===== src/rtl/hs_proto_engine_if.sv =====
// Request/handshake bundle between requesters, downstream unit and the engine.
// The master side drives requests; the slave side is the engine.
interface hs_proto_engine_if #(
  parameter int NCH   = 4,
  parameter int LEN_W = 4
);
  localparam int GW = (NCH > 1) ? $clog2(NCH) : 1;

  logic [NCH-1:0]            req;
  logic [NCH-1:0][LEN_W-1:0] len;
  logic                      rdy_in;
  logic                      stop;
  logic                      rdy;
  logic                      start;
  logic                      busy;
  logic                      endd;
  logic                      er;
  logic                      rt;
  logic [NCH-1:0]            ack;
  logic [GW-1:0]             gnt_id;

  modport master (output req, len, rdy_in, stop,
                  input  rdy, start, busy, endd, er, rt, ack, gnt_id);
  modport slave  (input  req, len, rdy_in, stop,
                  output rdy, start, busy, endd, er, rt, ack, gnt_id);
endinterface


===== src/rtl/hs_proto_engine.sv =====
// Round-robin multi-channel sequencer: grant, wait for downstream, run a burst,
// with wait timeout, bounded retry and stop abort. All outputs decode the state.
module hs_proto_engine #(
  parameter int NCH       = 4,
  parameter int LEN_W     = 4,
  parameter int TIMEOUT   = 15,
  parameter int MAX_RETRY = 2
) (
  input  logic               clk,
  input  logic               rst,
  hs_proto_engine_if.slave   bus
);
  localparam int GW = (NCH > 1) ? $clog2(NCH) : 1;
  localparam logic [7:0]    TO   = 8'(TIMEOUT);
  localparam logic [2:0]    MR   = 3'(MAX_RETRY);
  localparam logic [GW-1:0] LAST = GW'(NCH - 1);

  typedef enum logic [2:0] {S_IDLE, S_WAIT, S_START, S_BUSY, S_END, S_ERR} state_e;

  state_e           state_q, state_d;
  logic [GW-1:0]    ptr_q, ptr_d, gnt_q, gnt_d;
  logic [7:0]       wait_q, wait_d;
  logic [LEN_W-1:0] cnt_q, cnt_d, lsel;
  logic [2:0]       retry_q, retry_d;
  logic [GW-1:0]    pick, nxt, idx;
  logic             found, can_retry;

  // First requester at or after ptr, circularly.
  always_comb begin
    pick  = ptr_q;
    found = 1'b0;
    idx   = '0;
    for (int k = 0; k < NCH; k++) begin
      idx = GW'((int'(ptr_q) + k) % NCH);
      if (!found && bus.req[idx]) begin
        found = 1'b1;
        pick  = idx;
      end
    end
  end

  assign nxt       = (gnt_q == LAST) ? '0 : gnt_q + GW'(1);
  assign lsel      = bus.len[gnt_q];
  assign can_retry = (retry_q < MR);

  always_comb begin
    state_d = state_q;
    ptr_d   = ptr_q;
    gnt_d   = gnt_q;
    wait_d  = wait_q;
    cnt_d   = cnt_q;
    retry_d = retry_q;
    case (state_q)
      S_IDLE: if (found) begin
        gnt_d   = pick;
        retry_d = '0;
        wait_d  = '0;
        state_d = S_WAIT;
      end
      S_WAIT: begin
        if (bus.rdy_in) state_d = S_START;
        else begin
          wait_d = wait_q + 8'd1;
          if (wait_d == TO) state_d = S_ERR;
        end
      end
      S_START: begin
        cnt_d   = (lsel == '0) ? LEN_W'(1) : lsel;
        state_d = S_BUSY;
      end
      S_BUSY: begin
        if (bus.stop)                 state_d = S_ERR;
        else if (cnt_q == LEN_W'(1))  state_d = S_END;
        else                          cnt_d   = cnt_q - LEN_W'(1);
      end
      S_END: begin
        ptr_d   = nxt;
        state_d = S_IDLE;
      end
      S_ERR: begin
        if (can_retry) begin
          retry_d = retry_q + 3'd1;
          wait_d  = '0;
          state_d = S_WAIT;
        end else begin
          ptr_d   = nxt;
          state_d = S_IDLE;
        end
      end
      default: state_d = S_IDLE;
    endcase
  end

  always_ff @(posedge clk or negedge rst) begin
    if (!rst) begin
      state_q <= S_IDLE;
      ptr_q   <= '0;
      gnt_q   <= '0;
      wait_q  <= '0;
      cnt_q   <= '0;
      retry_q <= '0;
    end else begin
      state_q <= state_d;
      ptr_q   <= ptr_d;
      gnt_q   <= gnt_d;
      wait_q  <= wait_d;
      cnt_q   <= cnt_d;
      retry_q <= retry_d;
    end
  end

  assign bus.rdy    = (state_q == S_IDLE);
  assign bus.start  = (state_q == S_START);
  assign bus.busy   = (state_q == S_BUSY);
  assign bus.endd   = (state_q == S_END);
  assign bus.er     = (state_q == S_ERR);
  assign bus.rt     = (state_q == S_ERR) && can_retry;
  // Ack on success, or on the final error when the channel is abandoned.
  assign bus.ack    = ((state_q == S_END) || ((state_q == S_ERR) && !can_retry))
                      ? (NCH'(1) << gnt_q) : '0;
  assign bus.gnt_id = gnt_q;
endmodule


===== src/flat_wrapper.sv =====
// flat-port wrapper written by rule: the top's interface ports become plain ports
module hs_proto_engine_flat 
#(
  parameter int NCH       = 4,
  parameter int LEN_W     = 4,
  parameter int TIMEOUT   = 15,
  parameter int MAX_RETRY = 2
)
  (clk, rst, bus_req, bus_len, bus_rdy_in, bus_stop, bus_rdy, bus_start, bus_busy, bus_endd, bus_er, bus_rt, bus_ack, bus_gnt_id);
  hs_proto_engine_if #(.NCH(NCH), .LEN_W(LEN_W)) bus_i ();
  input  logic clk;
  input  logic rst;
  input wire logic [$bits(bus_i.req)-1:0] bus_req;
  input wire logic [$bits(bus_i.len)-1:0] bus_len;
  input wire logic [$bits(bus_i.rdy_in)-1:0] bus_rdy_in;
  input wire logic [$bits(bus_i.stop)-1:0] bus_stop;
  output wire logic [$bits(bus_i.rdy)-1:0] bus_rdy;
  output wire logic [$bits(bus_i.start)-1:0] bus_start;
  output wire logic [$bits(bus_i.busy)-1:0] bus_busy;
  output wire logic [$bits(bus_i.endd)-1:0] bus_endd;
  output wire logic [$bits(bus_i.er)-1:0] bus_er;
  output wire logic [$bits(bus_i.rt)-1:0] bus_rt;
  output wire logic [$bits(bus_i.ack)-1:0] bus_ack;
  output wire logic [$bits(bus_i.gnt_id)-1:0] bus_gnt_id;
  assign bus_i.req = bus_req;
  assign bus_i.len = bus_len;
  assign bus_i.rdy_in = bus_rdy_in;
  assign bus_i.stop = bus_stop;
  assign bus_rdy = bus_i.rdy;
  assign bus_start = bus_i.start;
  assign bus_busy = bus_i.busy;
  assign bus_endd = bus_i.endd;
  assign bus_er = bus_i.er;
  assign bus_rt = bus_i.rt;
  assign bus_ack = bus_i.ack;
  assign bus_gnt_id = bus_i.gnt_id;
  hs_proto_engine #(.NCH(NCH), .LEN_W(LEN_W), .TIMEOUT(TIMEOUT), .MAX_RETRY(MAX_RETRY)) u_core (.clk(clk), .rst(rst), .bus(bus_i));
endmodule

===== config.mk =====
export PLATFORM = sky130hd
export DESIGN_NAME = hs_proto_engine_flat
export DESIGN_NICKNAME = d
export VERILOG_FILES = /design/src/rtl/hs_proto_engine_if.sv /design/src/rtl/hs_proto_engine.sv /design/src/flat_wrapper.sv
export SDC_FILE = /design/constraint.sdc
export NUM_CORES = 1
export LEC_CHECK = 0
export BUFFER_PORTS_ARGS = -buffer_cell sky130_fd_sc_hd__buf_2
export CORE_UTILIZATION = 30
export DETAILED_ROUTE_END_ITERATION = 10
export PLACE_DENSITY = 0.58
export SLEW_MARGIN = 5
export SYNTH_ARGS = -nofsm -noshare
export SYNTH_HDL_FRONTEND = slang
export SYNTH_SLANG_ARGS = --single-unit
export TNS_END_PERCENT = 5

===== constraint.sdc =====
create_clock -name clk -period 1.5 [get_ports clk]
set_input_delay 0 -clock clk [delete_from_list [all_inputs] [get_ports clk]]
set_output_delay 0 -clock clk [all_outputs]
set_load 0.02 [all_outputs]

==> results.py <==
metrics = {
    "status": {
        "status": "finished with violations",
        "violations": "negative setup slack",
    },
    "route": {
        "vias_per_cell": 4.851,
        "drc_errors": 0,
        "vias": 1567,
        "first_iter_violations": 83,
        "ant_nets": 0,
        "routed_wl_mm": 4.016,
        "dr.pass1.iters": 4,
        "wl_per_cell_um": 12.43,
    },
    "sta": {
        "relSlewSlack_pct": 64.16,
        "fin_crit_ns": 1.559,
        "timing.final.ws_setup_ns": -0.05928,
        "hold_ws_ns": 0.01949,
        "tightest_slew_ns": 0.5376,
        "finalSetupTns_ns": -0.1783,
        "setup_viol": 7,
        "hold_viol": 0,
        "fmax_ghz": 0.6413,
        "skew_ns": 0.002124,
        "slew_viol_final": 0,
        "rsz0062_at_grt": "true",
        "finalCritPeriodShare_pct": 104.0,
    },
    "synth": {
        "yosysTopAreaCellShare_pct": 32.96,
        "yosys.cell_types.count": 48,
        "synth-main-ff-cell": "dfrtp_1",
        "yosysMostFrequentCell": "dfrtp_1",
        "ys_seq_area_share_pct": 32.96,
        "yosysWarningCount": 0,
        "synth_common_cells": "22 x dfrtp_1, 16 x nand2_1, 14 x inv_1",
        "synth_area_um2": 1670,
        "synthCells": 184,
        "synthTopCellsByArea": "dfrtp_1 33%, ha_1 6.7%, mux4_2 4.0%",
        "ys_async_sr_fraction_pct": 100.0,
        "yosys.area.top_type": "dfrtp_1",
        "synth_edf_count": 0,
        "syn_area_per_cell_um2": 9.078,
        "ys_ff_latch": 22,
        "syn_nets": 217,
    },
    "cts": {
        "h-tree-depth": 1,
        "clk_latency_ns": 0.26,
        "cts_buffers": 3,
        "cts_root_buf": "clkbuf_8",
        "cts_tree": "yes",
        "cts_buffer_depth": 2,
        "path_clk_slew_ns": 0.08,
        "cts.sinks": 22,
    },
    "worst_setup_path": {
        "cpPeakStageDelay_ns": 0.57,
        "path_cells": "mux4_2 -> nor4_4 -> a2111oi_2 -> a21oi_1",
        "critPathTopFamily": "multiplexers",
        "cp-start-kind": "flip-flop",
        "crit_fanout": 5,
        "cpMaxStageDelayCell": "mux4_2",
        "worst_setup_path_end_kind": "flip-flop",
        "cp.buffers_inverters": 0,
        "critical_path_class": "flip-flop to flip-flop",
        "worstPathRequired_ns": 1.69,
        "critPathArrivalTime_ns": 1.75,
    },
    "layout": {
        "diodes": 0,
        "multi_input_area_um2": 1084,
        "utilization_pct": 44.05,
        "drive_gt1_share_pct": 41.50,
        "n_fill_cell": 508,
        "stdcell_count": 323,
        "syn2layout_area_growth_pct": 38.13,
        "nets": 287,
        "area.sequential_um2": 555.5,
    },
    "run": {
        "maxCapViolations": 0,
    },
    "floorplan": {
        "ios": 36,
        "fp.dieW_um": 76.62,
        "initial_core_util_pct": 31.89,
        "die_h_um": 76.62,
        "fp.dieArea_um2": 5870,
        "num_rows": 26,
        "core_area_um2": 5238,
    },
    "global_route": {
        "grt_usage_pct": 13.97,
        "grt_max_degree": 23,
        "grt_pass1_wl_mm": 6.658,
        "grt_pass1_vias": 1493,
        "antenna_found_initial": 0,
        "grt-ovfl-total": 0,
    },
    "placed_design": {
        "dp.cells": 315,
        "hpwlAfterDp_mm": 3.113,
        "pre_cts_slack_ns": -0.05523,
        "port_buffers": 35,
        "routabilityCongestion": 0.7954,
    },
    "worst_hold_path": {
        "hold_path.class": "primary input to flip-flop",
    },
    "power_and_ir_drop": {
        "power.leakage_nw": 1.075,
        "ir_drop_v": 0.0007566,
        "cellPowerDensity_nw_per_um2": 1704,
    },
}
layout by cell type, fill, tap and decap left out, drive strengths merged, types with 2 or more instances in the layout:
cell type,instances
a211oi,3
a21oi,13
a22o,2
a22oi,2
a31oi,7
and2,4
buf,71
clkbuf,4
dfrtp,22
ha,9
inv,15
mux2,2
mux2i,2
mux4,4
nand2,16
nand2b,5
nand3,4
nand3b,2
nor2,12
nor2b,5
nor3,6
nor3b,4
nor4,5
o21a,2
o21ai,12
o221ai,2
o22ai,2
xnor2,2
worst min-delay path, stage by stage:
cell,delay [ns]
buf_2,0.13
nand2_1,0.07
nand2_1,0.05
where the power goes:
group | switching [mW] | total, mW | internal (mW)
combinational | 1.20 | 2.45 | 1.24
sequential | 0.234 | 1.05 | 0.820
clock | 0.197 | 0.431 | 0.234
total | 1.63 | 3.93 | 2.30
logic make-up after synthesis:
group / synth area share (%)
adders and majority gates: 6.742
DFF: 32.96
AOI/OAI and AO/OA: 19.70
and+or+nand+nor: 24.64
buffers and inverters: 6.217
muxes: 8.165
xor gates and xnor gates: 1.573
metal layers:
metal / global-route usage [%] / share of wire [%] / up-vias / wire, um
met5: 0 / 0 / - / 0
met4: 2.308 / 0.47 / 0 / 19
met3: 2.994 / 2.6 / 4 / 105
met2: 24.05 / 50 / 20 / 2008
met1: 18.11 / 47 / 736 / 1883
li1: - / - / 807 / -
layout make-up:
class                   instances  area share [%]
clock buffers                   4           2.386
inverters                      15           2.440
multi-input cells             140           46.96
flip-flops and latches         22           24.08
well taps                      70           3.796
repair buffers                 72           20.34
timing repair:
| item | in CTS | in global routing |
|---|---|---|
| endpoints found under the hold margin | 22 | 0 |
| pin swaps | 3 | 4 |
| setup endpoints to repair | 10 | 17 |
| hold buffers | 1 | 0 |
| buffers inserted | 3 | 0 |
| gates resized for setup | 15 | 6 |
state kept, by name, summed over array words and instances, names as in the netlist:
register	flops
u_core.wait_q	8
u_core.bus.gnt_id	2
u_core.cnt_q	4
u_core.retry_q	3
u_core.ptr_q	2
u_core.state_q	3
final timing paths:
check,from,to,slack [ns],cells past startpoint
max,u_core.bus.gnt_id[0]$_DFFE_PN0P_,u_core.cnt_q[0]$_DFFE_PN0P_,-0.06,4
min,bus_rdy_in,u_core.state_q[1]$_DFFE_PN0P_,0.02,3
max reg2reg,u_core.bus.gnt_id[0]$_DFFE_PN0P_,u_core.cnt_q[0]$_DFFE_PN0P_,-0.06,4
min reg2reg,u_core.wait_q[7]$_DFFE_PN0P_,u_core.wait_q[7]$_DFFE_PN0P_,0.58,2
max in group asynchronous,rst,u_core.state_q[2]$_DFFE_PN0P_,0.86,2
min in group asynchronous,rst,u_core.retry_q[0]$_DFFE_PN0P_,0.24,2
stage by stage:
stage / cell area [um^2] / power [mW]
floorplan: 1677 / 2.473
global placement: 2140 / 3.280
detailed placement: 2140 / 3.316
CTS: 2278 / 3.904
global route: 2307 / 4.273
finish: 2307 / 3.933
No activity file was read; power rests on OpenSTA's default activity.
